<file path="config.mk">
export PLATFORM = sky130hd
export DESIGN_NAME = dat_xfer_sched
export DESIGN_NICKNAME = d
export VERILOG_FILES = /design/src/rtl/dat_xfer_sched_pkg.sv /design/src/rtl/dat_xfer_sched_timeout.sv /design/src/rtl/dat_xfer_sched.sv
export SDC_FILE = /design/constraint.sdc
export NUM_CORES = 1
export LEC_CHECK = 0
export ABC_CLOCK_PERIOD_IN_PS = 3900
export CORE_MARGIN = 2
export CORE_UTILIZATION = 45
export DETAILED_ROUTE_END_ITERATION = 7
export DONT_BUFFER_PORTS = 1
export GPL_ROUTABILITY_DRIVEN = 0
export GPL_TIMING_DRIVEN = 0
export REMOVE_ABC_BUFFERS = 1
export SYNTH_ARGS = -nofsm -noshare
export SYNTH_HDL_FRONTEND = slang
export SYNTH_SLANG_ARGS = --single-unit
</file>
<file path="constraint.sdc">
create_clock -name clk_i -period 3.9 [get_ports clk_i]
set_input_delay 1.17 -clock clk_i [delete_from_list [all_inputs] [get_ports clk_i]]
set_output_delay 1.17 -clock clk_i [all_outputs]
set_load 0.01 [all_outputs]
</file>
<file path="src/rtl/dat_xfer_sched_pkg.sv">
// Shared definitions for the DAT transfer sequencer and its timeout counter.
package dat_xfer_sched_pkg;

    typedef enum logic [2:0] {
        S_IDLE     = 3'd0,
        S_WAIT_BUF = 3'd1,
        S_XFER     = 3'd2,
        S_GAP      = 3'd3,
        S_DONE     = 3'd4,
        S_ERR      = 3'd5
    } xfer_state_e;

    // Transfer Mode Register bit positions
    localparam int TMR_READ_BIT  = 4;
    localparam int TMR_MULTI_BIT = 5;
    localparam int TMR_BC_EN_BIT = 1;

    // Block Gap Control Register bit positions
    localparam int BGCR_STOP_BIT = 0;
    localparam int BGCR_CONT_BIT = 1;

    localparam int DEF_TIMEOUT_CYCLES = 4096;

    // Read waits on the RX FIFO, write waits on the TX FIFO.
    function automatic logic buf_ready(input logic dir_read,
                                       input logic tx_empty,
                                       input logic rx_full);
        return dir_read ? !rx_full : !tx_empty;
    endfunction

endpackage

</file>
<file path="src/rtl/dat_xfer_sched_timeout.sv">
// Saturating up-counter with clear/enable. tc_o flags the cycle on which the
// count steps onto LIMIT-1, so the owner can leave on that same edge.
module dat_timeout_cnt
    import dat_xfer_sched_pkg::*;
#(
    parameter int LIMIT = DEF_TIMEOUT_CYCLES
) (
    input  logic clk_i,
    input  logic rst_ni,
    input  logic clr_i,
    input  logic en_i,
    output logic tc_o
);

    localparam int W = $clog2(LIMIT);
    localparam logic [W-1:0] LAST = W'(LIMIT - 1);
    localparam logic [W-1:0] PRE  = W'(LIMIT - 2);
    localparam logic [W-1:0] ONE  = W'(1);

    logic [W-1:0] cnt_q;

    // Count while enabled, hold at the terminal value.
    always_ff @(posedge clk_i or negedge rst_ni) begin
        if (!rst_ni) begin
            cnt_q <= '0;
        end else if (clr_i) begin
            cnt_q <= '0;
        end else if (en_i && (cnt_q != LAST)) begin
            cnt_q <= cnt_q + ONE;
        end
    end

    assign tc_o = en_i && !clr_i && (cnt_q >= PRE);

endmodule

</file>
<file path="src/rtl/dat_xfer_sched.sv">
// Block-level transfer sequencer between the ADMA/FIFO side and the DAT engine.
//
//   state    | meaning
//   ---------+-----------------------------------------------------------
//   IDLE     | no transfer; waits for start_transfer
//   WAIT_BUF | waits until the FIFO can source/sink a block, then launches
//   XFER     | block in flight on DAT; timeout running
//   GAP      | stopped at a block gap; waits for continue_req
//   DONE     | one cycle, transfer_complete asserted
//   ERR      | config/CRC/timeout error; held until abort
module dat_xfer_sched
    import dat_xfer_sched_pkg::*;
#(
    parameter int BLK_CNT_W      = 16,
    parameter int BLK_SIZE_W     = 12,
    parameter int TIMEOUT_CYCLES = DEF_TIMEOUT_CYCLES
) (
    input  logic                  clk_i,
    input  logic                  rst_ni,
    input  logic                  start_transfer_i,
    input  logic                  abort_i,
    input  logic                  tm_read_i,
    input  logic                  tm_multi_i,
    input  logic                  tm_bc_en_i,
    input  logic [BLK_SIZE_W-1:0] block_size_i,
    input  logic [BLK_CNT_W-1:0]  block_count_i,
    input  logic                  stop_at_gap_i,
    input  logic                  continue_req_i,
    input  logic                  tx_buf_empty_i,
    input  logic                  rx_buf_full_i,
    input  logic                  dat_block_done_i,
    input  logic                  dat_crc_err_i,
    output logic                  dat_start_o,
    output logic                  dat_dir_o,
    output logic [BLK_SIZE_W-1:0] dat_block_size_o,
    output logic [BLK_CNT_W-1:0]  blocks_left_o,
    output logic                  xfer_active_o,
    output logic                  transfer_complete_o,
    output logic                  block_gap_event_o,
    output logic                  data_timeout_err_o,
    output logic                  data_crc_err_o,
    output logic                  cfg_err_o
);

    localparam logic [BLK_CNT_W-1:0] ONE_BLK = BLK_CNT_W'(1);

    xfer_state_e state_q, state_d;

    logic                  multi_q, multi_d;
    logic                  bc_en_q, bc_en_d;
    logic                  dir_q, dir_d;
    logic [BLK_SIZE_W-1:0] size_q, size_d;
    logic [BLK_CNT_W-1:0]  blocks_q, blocks_d;
    logic dat_start_q, dat_start_d;
    logic active_q, active_d;
    logic cmp_q, cmp_d;
    logic gap_q, gap_d;
    logic tmo_q, tmo_d;
    logic crc_q, crc_d;
    logic cfg_q, cfg_d;

    logic buf_ok, infinite, last_blk, tmo_tc;

    assign buf_ok   = buf_ready(dir_q, tx_buf_empty_i, rx_buf_full_i);
    assign infinite = multi_q && !bc_en_q;
    assign last_blk = !multi_q || (bc_en_q && (blocks_q == ONE_BLK));

    dat_timeout_cnt #(.LIMIT(TIMEOUT_CYCLES)) u_timeout (
        .clk_i  (clk_i),
        .rst_ni (rst_ni),
        .clr_i  ((state_q == S_WAIT_BUF) && buf_ok),
        .en_i   (state_q == S_XFER),
        .tc_o   (tmo_tc)
    );

    // State register.
    always_ff @(posedge clk_i or negedge rst_ni) begin
        if (!rst_ni) state_q <= S_IDLE;
        else         state_q <= state_d;
    end

    // Next-state logic; abort overrides every transition.
    always_comb begin
        state_d = state_q;
        case (state_q)
            S_IDLE: begin
                if (start_transfer_i) begin
                    if (block_size_i == '0)
                        state_d = S_ERR;
                    else if (tm_multi_i && tm_bc_en_i && (block_count_i == '0))
                        state_d = S_DONE;
                    else
                        state_d = S_WAIT_BUF;
                end
            end
            S_WAIT_BUF: if (buf_ok) state_d = S_XFER;
            S_XFER: begin
                if (dat_block_done_i) begin
                    if (dat_crc_err_i)      state_d = S_ERR;
                    else if (last_blk)      state_d = S_DONE;
                    else if (stop_at_gap_i) state_d = S_GAP;
                    else                    state_d = S_WAIT_BUF;
                end else if (tmo_tc) begin
                    state_d = S_ERR;
                end
            end
            S_GAP:   if (continue_req_i) state_d = S_WAIT_BUF;
            S_DONE:  state_d = S_IDLE;
            S_ERR:   state_d = S_ERR;
            default: state_d = S_IDLE;
        endcase
        if (abort_i) state_d = S_IDLE;
    end

    // Output/datapath next values derived from the chosen transition.
    always_comb begin
        multi_d  = multi_q;
        bc_en_d  = bc_en_q;
        dir_d    = dir_q;
        size_d   = size_q;
        blocks_d = blocks_q;

        dat_start_d = (state_q == S_WAIT_BUF) && (state_d == S_XFER);
        cmp_d       = (state_d == S_DONE);
        gap_d       = (state_q == S_XFER) && (state_d == S_GAP);
        tmo_d       = (state_q == S_XFER) && (state_d == S_ERR) && !dat_block_done_i;
        crc_d       = (state_q == S_XFER) && (state_d == S_ERR) && dat_block_done_i;
        cfg_d       = (state_q == S_IDLE) && (state_d == S_ERR);
        active_d    = (state_d != S_IDLE);

        if ((state_q == S_IDLE) && start_transfer_i && !abort_i) begin
            multi_d = tm_multi_i;
            bc_en_d = tm_bc_en_i;
            dir_d   = tm_read_i;
            size_d  = block_size_i;
            if (!tm_multi_i)     blocks_d = ONE_BLK;
            else if (tm_bc_en_i) blocks_d = block_count_i;
        end

        if ((state_q == S_XFER) && dat_block_done_i && !dat_crc_err_i && !abort_i
            && !infinite && (blocks_q != '0))
            blocks_d = blocks_q - ONE_BLK;
    end

    // Registered outputs and latched configuration.
    always_ff @(posedge clk_i or negedge rst_ni) begin
        if (!rst_ni) begin
            multi_q     <= 1'b0;
            bc_en_q     <= 1'b0;
            dir_q       <= 1'b0;
            size_q      <= '0;
            blocks_q    <= '0;
            dat_start_q <= 1'b0;
            active_q    <= 1'b0;
            cmp_q       <= 1'b0;
            gap_q       <= 1'b0;
            tmo_q       <= 1'b0;
            crc_q       <= 1'b0;
            cfg_q       <= 1'b0;
        end else begin
            multi_q     <= multi_d;
            bc_en_q     <= bc_en_d;
            dir_q       <= dir_d;
            size_q      <= size_d;
            blocks_q    <= blocks_d;
            dat_start_q <= dat_start_d;
            active_q    <= active_d;
            cmp_q       <= cmp_d;
            gap_q       <= gap_d;
            tmo_q       <= tmo_d;
            crc_q       <= crc_d;
            cfg_q       <= cfg_d;
        end
    end

    assign dat_start_o         = dat_start_q;
    assign dat_dir_o           = dir_q;
    assign dat_block_size_o    = size_q;
    assign blocks_left_o       = blocks_q;
    assign xfer_active_o       = active_q;
    assign transfer_complete_o = cmp_q;
    assign block_gap_event_o   = gap_q;
    assign data_timeout_err_o  = tmo_q;
    assign data_crc_err_o      = crc_q;
    assign cfg_err_o           = cfg_q;

endmodule

</file>
# Word-level counts from Yosys, hierarchy flattened
# Index checks and enable logic that the tools add are counted.
# totals
regBits	53
latch_bits	0
ram_bits	0
romBits	0
inputBits	41
out_inout_bits	36
memories	0
# classes
addsub	2
multipliers	0
n_div	0
order_cmp	1
n_eq_ne	11
shifts	0
mux	19
bitwise_logic	0
n_reduce_logical	39
# op_table
op	n
16-bit two-way mux	4
3-bit two-way mux	10
12-bit two-way mux	2
1-bit logical AND	21
16-bit by 1-bit equality test with 1-bit output (second input constant)	1
16-bit zero test	1
16-bit nonzero test	1
16-bit by 1-bit subtractor with 16-bit output (second input constant)	1
3-bit case mux with 5 select lines	1
12-bit by 1-bit adder with 12-bit output (second input constant)	1
3-bit by 2-bit equality test with 1-bit output (second input constant)	4
12-bit greater-or-equal comparator (second input constant)	1
12-bit zero test	1
12-bit inequality test (second input constant)	1
3-bit equality test (second input constant)	3
1-bit zero test	9
2-bit nonzero test	2
3-bit by 1-bit equality test with 1-bit output (second input constant)	1
3-bit zero test	1
3-bit by 1-bit inequality test with 1-bit output (second input constant)	1
3-bit nonzero test	1
2-bit two-way mux	1
2-bit AND reduction	1
1-bit logical OR	1
1-bit two-way mux	1

# Depth between registers and ports, before layout
# Gate-level depths: netlist of run 1.
# logic_depth
depth_word	13
ltp_mapped	8
mapped_depth_nobuf	8

# By module
# Synthesis of run 1 repeated with hierarchy kept, for this count alone.
# hier_totals
hier_cells	293
hier_area_um2	2932.8
# modules_own_cells
mod	n_inst	cells_per_inst	area_each_um2	seq_area_each_um2
dat_xfer_sched	1	221	2245.9	1026.0
dat_timeout_cnt	1	72	686.9	300.3

# Least setup slack after synthesis of run 1
# OpenSTA, ideal clock, no wires.
# synth_timing
kind	input to register
start	input dat_crc_err_i
end	register blocks_q[14], in the netlist blocks_left_o[14]
setup_ps	118
arrival_time_ps	2780
required_time_ps	3782
path_slack_ps	1001
cell_stages	6
path_buffers	0
path_cell_list	nand2b_1 > or4_4 > a21o_4 > or4_4 > mux2i_1 > a21o_1
# synth_between
elab_chain_cells	7
elab_cells_between_ends	9
# synth_lines
item	line	source
from (decl)	dat_xfer_sched.sv:32	input logic dat_crc_err_i,
1-bit zero test (*)	dat_xfer_sched.sv:140	if ((state_q == S_XFER) && dat_block_done_i && !dat_crc_err_i && !abort_i
1-bit logical AND (*) (2 in series)	dat_xfer_sched.sv:140	
1-bit logical AND (*) (2 in series)	dat_xfer_sched.sv:141	&& !infinite && (blocks_q != '0))
3-bit by 1-bit inequality test with 1-bit output (no line) / 2-bit nonzero test (equally long branches)	--	
2-bit AND reduction (no line)	--	
to (signal assigned)	dat_xfer_sched.sv:165	blocks_q <= blocks_d;
to (decl)	dat_xfer_sched.sv:53	logic [BLK_CNT_W-1:0] blocks_q, blocks_d;
# Mark *: on every way between the ends. The rest lies on a longest branch, timed or not.
# A chain may end at the register's enable or synchronous reset.

# Worst setup path in the final report of run 1
# layout_timing
start	input start_transfer_i
end	register blocks_q[15], in the netlist blocks_left_o[15]
# layout_between
elab_chain_cells	4
# layout_lines
item	line	source
from (decl)	dat_xfer_sched.sv:20	input logic start_transfer_i,
1-bit logical AND (2 in series)	dat_xfer_sched.sv:131	if ((state_q == S_IDLE) && start_transfer_i && !abort_i) begin
2-bit nonzero test (no line)	--	
2-bit AND reduction (no line)	--	
# Every way passes these cells.

==> results of run 1 <==
final cells by class:
class	count	share of cell area, %
clock buffers	5	2.361
clock inverters	3	1.631
inverters	6	0.7725
multi-input cells	198	46.52
flip-flops and latches	53	45.49
well taps	75	3.219
state kept, by name, summed over array words and instances, names as in the netlist:
| signal | flops |
|---|---|
| state_q | 3 |
| dat_start_o | 1 |
| bc_en_q | 1 |
| dat_dir_o | 1 |
| u_timeout.cnt_q | 12 |
| dat_block_size_o | 12 |
| data_crc_err_o | 1 |
| multi_q | 1 |
| blocks_left_o | 16 |
| cfg_err_o | 1 |
| block_gap_event_o | 1 |
| transfer_complete_o | 1 |
| xfer_active_o | 1 |
| data_timeout_err_o | 1 |
per-stage QoR:
stage                     instance area [um2]  setup TNS [ns]
after floorplan                          2700               0
after global placement                   2794               0
after detailed placement                 2799       -0.004890
after CTS                                2915               0
after global routing                     2915               0
final                                    2915               0
path summary, 6_finish.rpt:
| path | from | end | slack (ns) | depth (start not counted) |
|---|---|---|---|---|
| setup / recovery | start_transfer_i | blocks_left_o[15] | 0.30 | 6 |
| max in group asynchronous | rst_ni | u_timeout.cnt_q[7] | 3.26 | 0 |
| min in group clk_i | u_timeout.cnt_q[11] | u_timeout.cnt_q[11] | 0.55 | 2 |
| setup reg to reg | state_q[2] | blocks_left_o[15] | 0.55 | 6 |
| hold / removal | rst_ni | dat_block_size_o[10] | 0.54 | 0 |
| hold reg to reg | u_timeout.cnt_q[11] | u_timeout.cnt_q[11] | 0.55 | 2 |
logic make-up after synthesis:
kind of cell	after synthesis	share of synthesized area, %
xor+xnor	12	3.848
mux	19	7.696
simple gates	115	23.27
compound gates	47	12.37
buf+inv	14	1.970
fa+ha+maj	5	2.290
flops	53	48.56
layer usage:
layer | up-vias | share of wire, %
met5 | - | 0
met3 | 8 | 6.9
met1 | 962 | 45
met4 | 0 | 1.2
li1 | 996 | -
met2 | 65 | 47
layout by cell type, fill, tap and decap left out, drive strengths merged, types with 5 or more instances in the layout:
| cell type | n |
|---|---|
| a21o | 5 |
| a21oi | 13 |
| clkbuf | 5 |
| dfrtp | 53 |
| ha | 5 |
| inv | 8 |
| mux2 | 16 |
| nand2 | 18 |
| nand2b | 6 |
| nand3 | 15 |
| nor2 | 22 |
| nor3 | 7 |
| nor4 | 15 |
| xor2 | 8 |
where the power goes:
part	internal, mW	switching [mW]
Sequential	0.644	0.148
Clock	0.196	0.198
Combinational	0.121	0.116
Total	0.961	0.463
==> run_results.csv, run 1 <==
group,metric,value,unit
status,status,"finished, final reports clean",
logic_synthesis,synthTopCellsByArea,"dfrtp_1 49%, mux2_2 6.6%, nor4_1 3.4%",
power_and_ir_drop,power_density,488.5,nW/um2
place,dpl_worst_slack,-0.004890,ns
routing,wl_per_cell,18.21,um
worst_setup_path,worst-path-buf-inv,0,
floorplanning,initial_core_util,46.41,%
sta,fmax,277.5,MHz
logic_synthesis,synthCells,265,
sta,finalSetupViolations,0,
worst_setup_path,crit_type,"in2reg",
worst_setup_path,crit_path_start_kind,"input port",
power_and_ir_drop,power.ir.vdd_worst,0.2846,mV
cells_and_area,multi_input_comb_area,1356,um2
grt,antenna_found_initial,0,
worst_setup_path,critPathArrivalTime,3.82,ns
floorplanning,boundaryPins,77,
clock_tree,cts_htree_levels,2,
clock_tree,cts_root_buf,"clkbuf_8",
sta,slew_viol_final,0,
sta,slew_headroom,15.03,%
logic_synthesis,async_flop_share,100.0,%
clock_tree,numCtsBuffers,5,
floorplanning,die_h,81.91,um
grt,overflow,0,
grt,grt_pass1_wl,10100,um
place,portBuffers,0,
worst_setup_path,critical_path_required,4.12,ns
clock_tree,ctsResizeCount,0,
power_and_ir_drop,p_leak,1.235,nW
routing,drt_first_pass_iters,5,
clock_tree,tritoncts,"done",
grt,top_usage_layer,"met2",
cells_and_area,drive_gt1_share,12.08,%
floorplanning,dieArea,6709,um2
logic_synthesis,synth_common_cells,"53 x dfrtp_1, 21 x nor2_1, 18 x nand2_1",
clock_tree,clk_pin_slew,0.11,ns
clock_tree,clk_path_buf_depth,2,
hold_path,min_path_type,"in2async",
worst_setup_path,critPathMaxStageDelay,0.65,ns
grt,grtUsageMet3,6.044,%
routing,drtIter0Drc,79,
logic_synthesis,synth.most_common_cell,"dfrtp_1",
logic_synthesis,synth_cell_types,52,
cells_and_area,final_core_util,49.53,%
sta,setup_ws,0.2968,ns
sta,hold_violations,0,
clock_tree,hold_buffers,0,
floorplanning,core_region_area,5886,um2
clock_tree,post_cts_buffers,0,
place,placed_cells,332,
logic_synthesis,synthFlopType,"dfrtp_1",
logic_synthesis,syn_avg_cell_area,10.31,um2
routing,vias,2031,
routing,drc,0,
clock_tree,cts.sinks,53,
logic_synthesis,seq_area_frac_synth,48.56,%
worst_setup_path,path_delay_family,"simple AND/OR/NAND/NOR gates",
logic_synthesis,synth_edf_count,0,
grt,met2_usage,31.14,%
logic_synthesis,synth_top_cell_area_share,48.56,%
power_and_ir_drop,power,1.424,mW
sta,tightestPinTransition,1.266,ns
worst_setup_path,crit_chain,"or4b_2, nor2_2, o21ai_1, nand2_1, a21oi_1, a311oi_1",
cells_and_area,nets,310,
job,drv_cap,0,
routing,detail_route.wirelength,6192,um
routing,vias_per_cell,5.974,
logic_synthesis,ys_seq_elements,53,
sta,rsz0062_at_grt,"false",
cells_and_area,num-fill-cells,551,
place,hpwlAfterDp,4490,um
sta,timing.hold.ws,0.5357,ns
routing,antenna_left,0,
logic_synthesis,syn_area,2731,um2
grt,grt_usage,19.91,%
cells_and_area,area_delta_synth_final,6.734,%
cells_and_area,antenna_cells,0,
grt,met1_usage,26.81,%
worst_setup_path,cp_max_fo,17,
cells_and_area,ff_latch_area,1326,um2
grt,grt_max_degree,54,
logic_synthesis,yosysTopAreaCell,"dfrtp_1",
sta,fin_skew,0.01030,ns
grt,grt_pass1_vias,1956,
sta,period_share,92.39,%
worst_setup_path,crit_path_top_delay_cell,"o21ai_1",
logic_synthesis,synth_warnings,0,
floorplanning,placementRows,28,
clock_tree,insertion_delay,0.31,ns
cells_and_area,instances_no_fill,340,
sta,period_needed,3.603,ns
worst_setup_path,critPathCaptureType,"register",
floorplanning,die_width,81.91,um
(Power assumes the default switching activity.)
==> run 2: changes to the inputs <==
- REMOVE_ABC_BUFFERS: 1 -> default
==> run_results.csv, run 2 (synthesis gave the netlist of run 1 again) <==
group,metric,value,unit
cells_and_area,nets,318,
sta,slew_headroom,53.06,%
clock_tree,clk_path_buf_depth,2,
worst_setup_path,r2r-start,"state_q[1]",
clock_tree,cts.sinks,53,
worst_setup_path,crit_type,"in2reg",
sta,setup_tns,0,ns
sta,fmax,345.7,MHz
clock_tree,post_cts_buffers,0,
cells_and_area,instances_no_fill,348,
power_and_ir_drop,seq_power_share,57.9,%
worst_setup_path,cp_max_fo,10,
worst_setup_path,worst-r2r-cell-count,6,
worst_setup_path,critPathArrivalTime,3.07,ns
worst_setup_path,critPathCaptureType,"register",
grt,grt_max_degree,54,
sta,fin_skew,0.01021,ns
place,portBuffers,0,
power_and_ir_drop,p_leak,1.239,nW
grt,grt_pass1_vias,2026,
sta,timing.hold.ws,0.5327,ns
floorplanning,dieArea,6709,um2
job,drv_cap,0,
cells_and_area,multi_input_comb_area,1351,um2
worst_setup_path,critical_path_required,4.07,ns
place,hpwlAfterDp,4550,um
cells_and_area,num-fill-cells,536,
clock_tree,insertion_delay,0.32,ns
clock_tree,ctsResizeCount,0,
routing,drt_first_pass_iters,4,
sta,tightestPinTransition,0.6977,ns
grt,overflow,0,
worst_setup_path,worst-path-buf-inv,1,
sta,rsz0062_at_grt,"false",
floorplanning,die_h,81.91,um
routing,detail_route.wirelength,6215,um
power_and_ir_drop,swShare,34.16,%
power_and_ir_drop,power_density,468.0,nW/um2
floorplanning,placementRows,28,
clock_tree,tritoncts,"done",
routing,drc,0,
clock_tree,numCtsBuffers,5,
cells_and_area,antenna_cells,0,
cells_and_area,ff_latch_area,1326,um2
cells_and_area,final_common_cell,"dfrtp_1",
floorplanning,core_region_area,5886,um2
cells_and_area,area_delta_synth_final,7.009,%
grt,antenna_found_initial,0,
cells_and_area,drive_gt1_share,11.72,%
hold_path,min_path_type,"in2async",
power_and_ir_drop,p_switching,0.4673,mW
power_and_ir_drop,power.ir.vdd_worst,0.2265,mV
worst_setup_path,crit_chain,"or4b_2, nor2_2, o21ai_1, clkbuf_1, o211ai_1, o311ai_0",
cells_and_area,largest_register_ffs,16,
sta,finalSetupViolations,0,
routing,vias,2075,
floorplanning,initial_core_util,46.41,%
sta,period_share,74.18,%
cells_and_area,final_core_util,49.66,%
power_and_ir_drop,power_frac_clock,24.5,%
grt,grt_pass1_wl,10250,um
logic_synthesis,synth_nets,311,
routing,antenna_left,0,
worst_setup_path,crit_path_top_delay_cell,"or4b_2",
status,status,"finished, final reports clean",
worst_setup_path,crit_path_start_kind,"input port",
routing,drtIter0Drc,126,
routing,wl_per_cell,17.86,um
clock_tree,cts_htree_levels,2,
power_and_ir_drop,p_int,0.9007,mW
place,dpl_worst_slack,0.5908,ns
clock_tree,clk_pin_slew,0.11,ns
worst_setup_path,r2r_end,"blocks_left_o[5]",
sta,slew_viol_final,0,
worst_setup_path,critPathMaxStageDelay,0.63,ns
sta,setup_ws,1.007,ns
floorplanning,die_width,81.91,um
clock_tree,hold_buffers,0,
floorplanning,boundaryPins,77,
worst_setup_path,reg2reg_slack,1.27,ns
routing,vias_per_cell,5.963,
sta,hold_violations,0,
cells_and_area,layout_common_cells,"53 x dfrtp_1, 21 x nor2_1, 18 x nand2_1",
grt,grt_usage,19.98,%
worst_setup_path,path_delay_family,"simple AND/OR/NAND/NOR gates",
clock_tree,cts_root_buf,"clkbuf_8",
place,placed_cells,340,
power_and_ir_drop,p_comb_share,17.6,%
sta,period_needed,2.893,ns
==> run 2: cell types whose count changed in the layout (fill, tap and decap cells not counted) <==
cell,previous run,this run
inv_8,0,1
bufinv_16,1,0
buf_2,0,1
nor3_2,1,0
clkbuf_1,0,7
inv_6,2,1
nor3_1,6,7
clkinv_4,0,1
==> run 2: how the worst max path moves through the flow <==
stage / from / endpoint / slack, ns / cells past startpoint
after floorplan: dat_crc_err_i / blocks_left_o[14] / 1.00 / 6
after global placement: start_transfer_i / blocks_left_o[7] / 0.60 / 6
after detailed placement: start_transfer_i / blocks_left_o[7] / 0.59 / 6
after CTS: start_transfer_i / blocks_left_o[7] / 0.96 / 6
after global routing: start_transfer_i / blocks_left_o[5] / 0.76 / 6
final: start_transfer_i / blocks_left_o[5] / 1.01 / 6
==> run 2: stage by stage <==
step,power [mW],cell area (um2)
3_5_place_dp,1.045,2825
3_3_place_gp,1.038,2825
2_1_floorplan,0.9731,2731
4_1_cts,1.386,2923
5_1_grt,1.461,2923
6_report,1.368,2923
==> run 2: routing by layer <==
layer,track usage [%],wire (um)
met5,0,0
met4,8.000,158
met3,6.484,373
met2,30.65,2853
met1,26.04,2829
==> run 2: power groups by stage <==
stage                     sequential [mW]  clock (mW)  combinational (mW)
after floorplan                     0.770           0               0.203
after global placement              0.802           0               0.237
after detailed placement            0.804           0               0.241
after CTS                           0.792       0.350               0.243
after global routing                0.810       0.374               0.277
final                               0.792       0.336               0.240
==> run 2: final cells by class <==
type | count | share of cell area (%)
Inverter | 6 | 0.7705
Buffer | 8 | 1.070
Clock buffer | 5 | 2.354
Multi-Input combinational cell | 198 | 46.23
Clock inverter | 3 | 0.9846
Sequential cell | 53 | 45.38
Tap cell | 75 | 3.211
